**config.mk**
```make
export PLATFORM = sky130hd
export DESIGN_NAME = prefetch_queue_flat
export DESIGN_NICKNAME = d
export VERILOG_FILES = /design/src/rtl/prefetch_queue_if.sv /design/src/rtl/prefetch_queue.sv /design/src/flat_wrapper.sv
export SDC_FILE = /design/constraint.sdc
export NUM_CORES = 1
export LEC_CHECK = 0
export BUFFER_PORTS_ARGS = -buffer_cell sky130_fd_sc_hd__buf_4
export CAP_MARGIN = 20
export CORE_MARGIN = 5
export CORE_UTILIZATION = 40
export CTS_CLUSTER_DIAMETER = 40
export DETAILED_ROUTE_END_ITERATION = 7
export SLEW_MARGIN = 20
export SYNTH_ARGS = -nofsm -noshare
export SYNTH_HDL_FRONTEND = slang
export SYNTH_SLANG_ARGS = --single-unit
```
**constraint.sdc**
```tcl
create_clock -name clock -period 5.4 [get_ports clock]
set_clock_uncertainty 0.2 [all_clocks]
set_input_delay 0.54 -clock clock [delete_from_list [all_inputs] [get_ports clock]]
set_output_delay 0.54 -clock clock [all_outputs]
set_load 0.01 [all_outputs]
```
**src/rtl/prefetch_queue_if.sv**
```systemverilog
// Fetch-bus and decoder-side signals of the instruction prefetch queue.
// master = the prefetch queue itself, slave = the bus/decoder environment.
interface prefetch_queue_if;
    logic         i_flush;
    logic [31:0]  i_flush_ip;
    logic         o_rd;
    logic [31:0]  o_addr;
    logic         i_ack;
    logic [31:0]  i_data;
    logic [127:0] o_codebuf;
    logic [1:0]   o_align;
    logic [31:0]  o_ip;
    logic         o_valid;
    logic         i_consume;
    logic [3:0]   i_len;

    modport master (
        input  i_flush, i_flush_ip, i_ack, i_data, i_consume, i_len,
        output o_rd, o_addr, o_codebuf, o_align, o_ip, o_valid
    );

    modport slave (
        output i_flush, i_flush_ip, i_ack, i_data, i_consume, i_len,
        input  o_rd, o_addr, o_codebuf, o_align, o_ip, o_valid
    );
endinterface

```
**src/rtl/prefetch_queue.sv**
```systemverilog
// Instruction prefetch queue: circular dword buffer feeding a 4-dword decode window.
// Define PREFETCH_DEPTH16_EN to force a 16-dword queue (default 8).
module prefetch_queue #(
    parameter int unsigned DEPTH    = 8,
    parameter logic [31:0] RESET_IP = 32'hFFFF_FFF0
) (
    input  logic             clock,
    input  logic             reset_n,
    prefetch_queue_if.master pq
);
`ifdef PREFETCH_DEPTH16_EN
    localparam int unsigned Q_DEPTH = 16;
`else
    localparam int unsigned Q_DEPTH = DEPTH;
`endif
    localparam int unsigned PTR_W = $clog2(Q_DEPTH);
    localparam int unsigned CNT_W = PTR_W + 1;
    localparam logic [CNT_W-1:0] DEPTH_C = CNT_W'(Q_DEPTH);
    localparam logic [CNT_W-1:0] WINDOW_C = CNT_W'(4);

    typedef enum logic [0:0] {ST_FETCH = 1'b0, ST_DROP = 1'b1} state_t;

    state_t           state_r, state_nx_s;
    logic             pending_r, pending_nx_s;
    logic [31:0]      req_addr_r, req_addr_nx_s;
    logic [31:0]      fetch_addr_r, fetch_addr_nx_s;
    logic [31:0]      ip_r, ip_nx_s;
    logic [PTR_W-1:0] head_r, head_nx_s;
    logic [PTR_W-1:0] tail_r, tail_nx_s;
    logic [CNT_W-1:0] count_r, count_nx_s;
    logic [31:0]      mem_r [Q_DEPTH];

    logic             ack_s, fetch_ack_s, consume_s, valid_s;
    logic [4:0]       adv_sum_s;
    logic [2:0]       adv_s;
    logic [127:0]     codebuf_s;

    assign valid_s      = (count_r >= WINDOW_C) && (state_r == ST_FETCH);
    assign pq.o_valid   = valid_s;
    assign pq.o_rd      = pending_r;
    assign pq.o_addr    = req_addr_r;
    assign pq.o_ip      = ip_r;
    assign pq.o_align   = ip_r[1:0];
    assign pq.o_codebuf = codebuf_s;

    // Qualify handshakes; a flush discards both acked data and any consume.
    always_comb begin
        ack_s       = pending_r & pq.i_ack;
        fetch_ack_s = ack_s & (state_r == ST_FETCH) & ~pq.i_flush;
        consume_s   = pq.i_consume & valid_s & (pq.i_len != 4'd0) & ~pq.i_flush;
        adv_sum_s   = {3'b000, ip_r[1:0]} + {1'b0, pq.i_len};
        adv_s       = adv_sum_s[4:2];
    end

    // Decode window: four consecutive entries starting at head.
    always_comb begin
        codebuf_s = 128'd0;
        for (int k = 0; k < 4; k++) begin
            codebuf_s[32*k +: 32] = mem_r[head_r + PTR_W'(k)];
        end
    end

    // Next state: a flush that strands an unacked read must swallow its data.
    always_comb begin
        state_nx_s = state_r;
        case (state_r)
            ST_FETCH: begin
                if (pq.i_flush && pending_r && !pq.i_ack) begin
                    state_nx_s = ST_DROP;
                end else begin
                    state_nx_s = ST_FETCH;
                end
            end
            ST_DROP: begin
                if (ack_s) begin
                    state_nx_s = ST_FETCH;
                end else begin
                    state_nx_s = ST_DROP;
                end
            end
            default: state_nx_s = ST_FETCH;
        endcase
    end

    // Read request: the address is latched at issue so it stays stable through a flush.
    always_comb begin
        pending_nx_s  = pending_r;
        req_addr_nx_s = req_addr_r;
        if (ack_s) begin
            pending_nx_s = 1'b0;
        end else if (!pending_r && (state_r == ST_FETCH) && !pq.i_flush && (count_r < DEPTH_C)) begin
            pending_nx_s  = 1'b1;
            req_addr_nx_s = fetch_addr_r;
        end else begin
            pending_nx_s = pending_r;
        end
    end

    // Queue pointers, occupancy, fetch address and instruction pointer.
    always_comb begin
        head_nx_s       = head_r;
        tail_nx_s       = tail_r;
        count_nx_s      = count_r;
        fetch_addr_nx_s = fetch_addr_r;
        ip_nx_s         = ip_r;
        if (pq.i_flush) begin
            head_nx_s       = tail_r;
            count_nx_s      = {CNT_W{1'b0}};
            ip_nx_s         = pq.i_flush_ip;
            fetch_addr_nx_s = {pq.i_flush_ip[31:2], 2'b00};
        end else begin
            if (fetch_ack_s) begin
                tail_nx_s       = tail_r + PTR_W'(1);
                fetch_addr_nx_s = fetch_addr_r + 32'd4;
            end else begin
                tail_nx_s       = tail_r;
                fetch_addr_nx_s = fetch_addr_r;
            end
            if (consume_s) begin
                head_nx_s = head_r + PTR_W'(adv_s);
                ip_nx_s   = ip_r + {28'd0, pq.i_len};
            end else begin
                head_nx_s = head_r;
                ip_nx_s   = ip_r;
            end
            count_nx_s = count_r + CNT_W'(fetch_ack_s)
                         - (consume_s ? CNT_W'(adv_s) : {CNT_W{1'b0}});
        end
    end

    // State register.
    always_ff @(posedge clock or negedge reset_n) begin
        if (!reset_n) begin
            state_r <= ST_FETCH;
        end else begin
            state_r <= state_nx_s;
        end
    end

    // Datapath registers and queue storage.
    always_ff @(posedge clock or negedge reset_n) begin
        if (!reset_n) begin
            pending_r    <= 1'b0;
            req_addr_r   <= {RESET_IP[31:2], 2'b00};
            fetch_addr_r <= {RESET_IP[31:2], 2'b00};
            ip_r         <= RESET_IP;
            head_r       <= {PTR_W{1'b0}};
            tail_r       <= {PTR_W{1'b0}};
            count_r      <= {CNT_W{1'b0}};
            for (int i = 0; i < int'(Q_DEPTH); i++) begin
                mem_r[i] <= 32'd0;
            end
        end else begin
            pending_r    <= pending_nx_s;
            req_addr_r   <= req_addr_nx_s;
            fetch_addr_r <= fetch_addr_nx_s;
            ip_r         <= ip_nx_s;
            head_r       <= head_nx_s;
            tail_r       <= tail_nx_s;
            count_r      <= count_nx_s;
            if (fetch_ack_s) begin
                mem_r[tail_r] <= pq.i_data;
            end
        end
    end
endmodule

```
**src/flat_wrapper.sv**
```systemverilog
// flat-port wrapper written by rule: the top's interface ports become plain ports
module prefetch_queue_flat 
#(
    parameter int unsigned DEPTH    = 8,
    parameter logic [31:0] RESET_IP = 32'hFFFF_FFF0
)
  (clock, reset_n, pq_i_flush, pq_i_flush_ip, pq_i_ack, pq_i_data, pq_i_consume, pq_i_len, pq_o_rd, pq_o_addr, pq_o_codebuf, pq_o_align, pq_o_ip, pq_o_valid);
  prefetch_queue_if pq_i ();
  input  logic clock;
  input  logic reset_n;
  input wire logic [$bits(pq_i.i_flush)-1:0] pq_i_flush;
  input wire logic [$bits(pq_i.i_flush_ip)-1:0] pq_i_flush_ip;
  input wire logic [$bits(pq_i.i_ack)-1:0] pq_i_ack;
  input wire logic [$bits(pq_i.i_data)-1:0] pq_i_data;
  input wire logic [$bits(pq_i.i_consume)-1:0] pq_i_consume;
  input wire logic [$bits(pq_i.i_len)-1:0] pq_i_len;
  output wire logic [$bits(pq_i.o_rd)-1:0] pq_o_rd;
  output wire logic [$bits(pq_i.o_addr)-1:0] pq_o_addr;
  output wire logic [$bits(pq_i.o_codebuf)-1:0] pq_o_codebuf;
  output wire logic [$bits(pq_i.o_align)-1:0] pq_o_align;
  output wire logic [$bits(pq_i.o_ip)-1:0] pq_o_ip;
  output wire logic [$bits(pq_i.o_valid)-1:0] pq_o_valid;
  assign pq_i.i_flush = pq_i_flush;
  assign pq_i.i_flush_ip = pq_i_flush_ip;
  assign pq_i.i_ack = pq_i_ack;
  assign pq_i.i_data = pq_i_data;
  assign pq_i.i_consume = pq_i_consume;
  assign pq_i.i_len = pq_i_len;
  assign pq_o_rd = pq_i.o_rd;
  assign pq_o_addr = pq_i.o_addr;
  assign pq_o_codebuf = pq_i.o_codebuf;
  assign pq_o_align = pq_i.o_align;
  assign pq_o_ip = pq_i.o_ip;
  assign pq_o_valid = pq_i.o_valid;
  prefetch_queue #(.DEPTH(DEPTH), .RESET_IP(RESET_IP)) u_core (.clock(clock), .reset_n(reset_n), .pq(pq_i));
endmodule
```
; Word level (Yosys, flattened, before mapping)
; Index checks and enable logic that the tools add are counted.
[totals]
ff_bits = 364
input_bits = 73
out_inout_bits = 196
word_cells = 92
[op_classes]
n_addsub = 10
n_lt_le_gt_ge = 8
muxes = 28
bitwise_logic = 14
reduce_logical = 16
[op_table]
columns = cell, n
row1 = $mux 32, 13
row2 = $bmux 32 s3, 4
row3 = $bwmux 256, 1
row4 = $demux 32 s3, 1
row5 = $add 32x3->32 const B, 1
row6 = $add 32x4->32, 1
row7 = $ge 4x4->1 const B, 5
row8 = $not 3->4, 5
row9 = $mux 3, 3
row10 = $logic_and 1x1->1, 7
row11 = $add 3x1->3 const B, 2
row12 = $add 3x2->3 const B, 2
row13 = $and 1x1->1, 6
row14 = $reduce_bool 2->1, 3
row15 = $add 2x4->5, 1
row16 = $add 4x1->4, 1
row17 = $ge 4x3->1 const B, 1
row18 = $lt 4x1->1 const B, 1
row19 = $lt 4x4->1 const B, 1
row20 = $mux 1, 4
row21 = $mux 4, 1
row22 = $reduce_and 2->1, 2
row23 = $reduce_bool 4->1, 1
row24 = $sub 4x4->4, 1
row25 = 4 further kinds, 8

; Logic depth before layout (Yosys ltp)
[depth]
ltp_word = 8
depth_mapped = 12
depth_no_buf = 12

; Worst setup path after synthesis
; No wires, ideal clock.
[synth_timing]
path_type = register to output
from = reg u_core.head_r[0]
to = out pq_o_codebuf[100]
t_arrival_ns = 2.703
slack_ns = 1.957
stages_incl_launch_ff = 10
path_cell_list = dfrtp_1 -> buf_2 -> buf_2 -> buf_2 -> buf_2 -> inv_1 -> ha_1 -> xnor2_1 -> buf_2 -> mux4_2
[synth_between]
elab_chain_len = 5
[synth_rtl]
columns = item, line
row1 = start: declaration, prefetch_queue.sv:28  ; logic [PTR_W-1:0] head_r, head_nx_s;
row2 = start signal: assignment, prefetch_queue.sv:147  ; head_r <= {PTR_W{1'b0}};
row3 = start signal: assignment, prefetch_queue.sv:158  ; head_r <= head_nx_s;
row4 = $add 3x2->3, prefetch_queue.sv:59  ; codebuf_s[32*k +: 32] = mem_r[head_r + PTR_W'(k)];
row5 = $not 3->4 (not written as such), prefetch_queue.sv:59
row6 = $bmux 32 s3, prefetch_queue.sv:59
row7 = $mux 32 (not written as such) (2 in a row), prefetch_queue.sv:59
row8 = end: declaration, flat_wrapper.sv:19  ; output wire logic [$bits(pq_i.o_codebuf)-1:0] pq_o_codebuf;
; Every way passes these cells. The select of a mux whose other input is x is not followed.

; Final worst setup path
[layout_timing]
from = reg u_core.head_r[0]
to = out pq_o_codebuf[102]
; Same word-level chain as after synthesis.

==> out/metrics.yaml <==
timing:
  finalSetupViolCount: 0
  rsz0062_at_grt: "false"
  hold_viol: 0
  slew_headroom_pct: 35.22
  post-route-min-period_ns: 4.338
  final_max_slew_viol_count: 0
  max_freq_mhz: 230.5
  worstMarginPinSlew_ns: 0.9717
  setup-tns-final_ns: 0
  period_share_pct: 80.34
clocking:
  clk_latency_ns: 0.57
  h-tree-depth: 3
  cts.repair.resized: 0
  cts_max_path_buffers: 3
  numCtsBuffers: 68
  clock_sinks: 360
  cts_tree: "yes"
  clk_pin_slew_ns: 0.05
  cts_setup_buffers: 0
  cts_root_buf: "clkbuf_16"
setup_path:
  cpMaxStageDelayCell: "dfrtp_4"
  end_kind: "output pin"
  path_max_fanout: 41
  crit_required_ns: 4.66
  worstPathArrival_ns: 3.60
  worst-setup-path-type: "register to output pin"
  path_cells: "inv_1 -> ha_4 -> xnor2_2 -> buf_4 -> mux4_2 -> buf_4"
  crit_path_start_kind: "register"
  slowest_delay_ns: 0.80
  crit_top_cell: "buf_4"
job:
  cap_violations: 0
drt:
  dr.pass1.iters: 4
  postRouteAntennaNets: 0
  drtIter0Drc: 718
  drcViolationCount: 0
  vias_per_cell: 5.537
  vias: 14650
  totalWireLength_mm: 57.76
  wl_per_cell_um: 21.83
status:
  status: "finished, final reports clean"
pwr:
  max-vdd-ir-drop_uv: 331.2
  power_uw: 15340
  power.leakage_uw: 0.01173
  power_density_nw_per_um2: 582.9
layout:
  fin_nets: 1998
  drive_above_1_share_pct: 56.06
  final_cells: 2646
  syn_to_final_growth_pct: 24.96
  fill_cells: 4554
floorplanning:
  coreArea_um2: 52340
  die_h_um: 239.4
  start_util_pct: 40.22
  die_area_um2: 57320
  die_x_um: 239.4
  io_pins: 269
  placementRows: 84
placement:
  gp_congestion: 0.8193
  dp_cells: 2506
  hpwl_mm: 38.31
  portBuffers: 266
global_routing:
  grt_pass1_vias: 15590
  grtUsageTotal_pct: 20.00
  antenna_found_initial: 0
  overflow: 0
  grt_first_pass_wirelength_mm: 90.30
  grt_start_max_net_pins: 151
synthesis:
  synth_area_um2: 21050
  synth_edf_count: 0
  synth_seq_cells: 360
  yosysSeqAreaShare_pct: 43.29
  yosys_warnings: 0
  ys_types: 60
  async_flop_share_pct: 100.0
  avgSynthCellArea_um2: 12.80
  synthFlopType: "dfrtp_1"
  syn_inst: 1645
worst_hold_path:
  hold_class: "input port to register"
[synth_stat cells, types with 13 or more instances]
master | n | share of area (%)
a21oi_1 | 52 | 1.2
buf_2 | 26 | 0.62
clkbuf_1 | 68 | 1.2
dfrtp_1 | 276 | 33
dfstp_2 | 84 | 10
ha_1 | 15 | 0.89
inv_1 | 13 | 0.23
mux2_1 | 23 | 1.2
mux2_2 | 485 | 26
mux2i_1 | 34 | 1.6
mux4_2 | 96 | 10
nand2_1 | 97 | 1.7
nand4_1 | 13 | 0.39
nor2_1 | 57 | 1.0
o21ai_0 | 77 | 1.8
xnor2_1 | 29 | 1.2
xor2_1 | 19 | 0.79
[state kept, by name (all words and copies together) (netlist names)]
signal               cells
u_core.mem_r           256
u_core.pq.o_ip          32
u_core.fetch_addr_r     30
u_core.pq.o_addr        30
u_core.count_r           4
u_core.head_r            3
u_core.tail_r            3
u_core.pq.o_rd           1
u_core.state_r           1
[logic make-up after synthesis]
logic type / after synthesis / synth area share (%)
AOI/OAI and AO/OA: 178 / 4.921
xor gates and xnor gates: 48 / 1.997
adders and majority gates: 18 / 1.177
buffers and inverters: 135 / 2.989
DFF: 360 / 43.29
muxes: 638 / 39.06
other: 1 / 0.01781
and+or+nand+nor: 267 / 6.549
[report_power, final]
part           switching, uW  internal [uW]  leakage [uW]
logic                   3090           3560       0.00595
clock network           1450           3060       0.00118
registers                684           3500       0.00460
total                   5220          10100        0.0117
[final timing paths]
| path | startpoint | end | slack [ns] | cells past startpoint |
|---|---|---|---|---|
| worst max-delay path | u_core.head_r[0] | pq_o_codebuf[102] | 1.06 | 6 |
| min in group asynchronous | reset_n | u_core.fetch_addr_r[2] | 0.42 | 2 |
| worst max register to register | u_core.state_r | u_core.mem_r[63] | 2.30 | 5 |
| worst min register to register | u_core.mem_r[108] | u_core.mem_r[108] | 0.30 | 1 |
| worst min-delay path | pq_i_flush_ip[16] | u_core.fetch_addr_r[16] | 0.04 | 2 |
| max in group asynchronous | reset_n | u_core.mem_r[95] | 3.35 | 3 |
[placed cells by master, fill, tap and decap left out, drive strengths merged, types with 9 or more instances in the layout]
master,n
a21oi,52
a31oi,9
and3,12
buf,293
bufinv,12
clkbuf,81
clkinv,12
dfrtp,276
dfstp,84
dlygate4sd3,19
ha,15
inv,23
mux2,508
mux2i,34
mux4,96
nand2,97
nand3,13
nand4,16
nor2,59
nor3,13
o21ai,78
or3,9
xnor2,29
xor2,19
[area by class of cell]
type / instances / area (um^2) / share of cell area, %
clock buffers: 81 / 1874 / 7.125
well taps: 688 / 860.8 / 3.272
multi-input cells: 1151 / 11370 / 43.21
inverters: 14 / 52.55 / 0.1998
repair buffers: 312 / 2467 / 9.379
clock inverters: 39 / 559.3 / 2.126
flip-flops and latches: 360 / 9123 / 34.68
diodes: 1 / 2.502 / 0.009512
[worst max-delay path, delay by kind of cell (launching register included)]
family | cells | cell delay [ns]
flops | 1 | 0.80
buf+inv | 3 | 0.79
xor+xnor | 1 | 0.66
mux | 1 | 0.55
fa+ha+maj | 1 | 0.20
[stage by stage]
step / area, um^2 / worst slack [ns] / hold WS (ns) / util (%)
2_1_floorplan: 21060 / 1.957 / 0.04441 / -
3_3_place_gp: 23670 / 1.581 / 0.2846 / 45.22
3_5_place_dp: 23680 / 1.554 / 0.2954 / 45.25
4_1_cts: 26310 / 0.9409 / 0.001205 / 50.26
5_1_grt: 26310 / 0.8432 / 0.02340 / 50.26
6_report: 26310 / 1.062 / 0.03721 / 50.26
[per-layer routing]
| metal | share of wire, % | global-route usage, % | vias up |
|---|---|---|---|
| li1 | - | - | 6672 |
| met1 | 44 | 26.89 | 7541 |
| met2 | 49 | 33.09 | 362 |
| met3 | 4.9 | 3.926 | 76 |
| met4 | 2.0 | 5.914 | 0 |
| met5 | 0 | 0 | - |
[timing repair]
action,CTS,global route
endpoints found under the setup margin,0,0
hold buffers,19,0
hold endpoints to repair,79,0
Power figures use the tool's default switching activity.
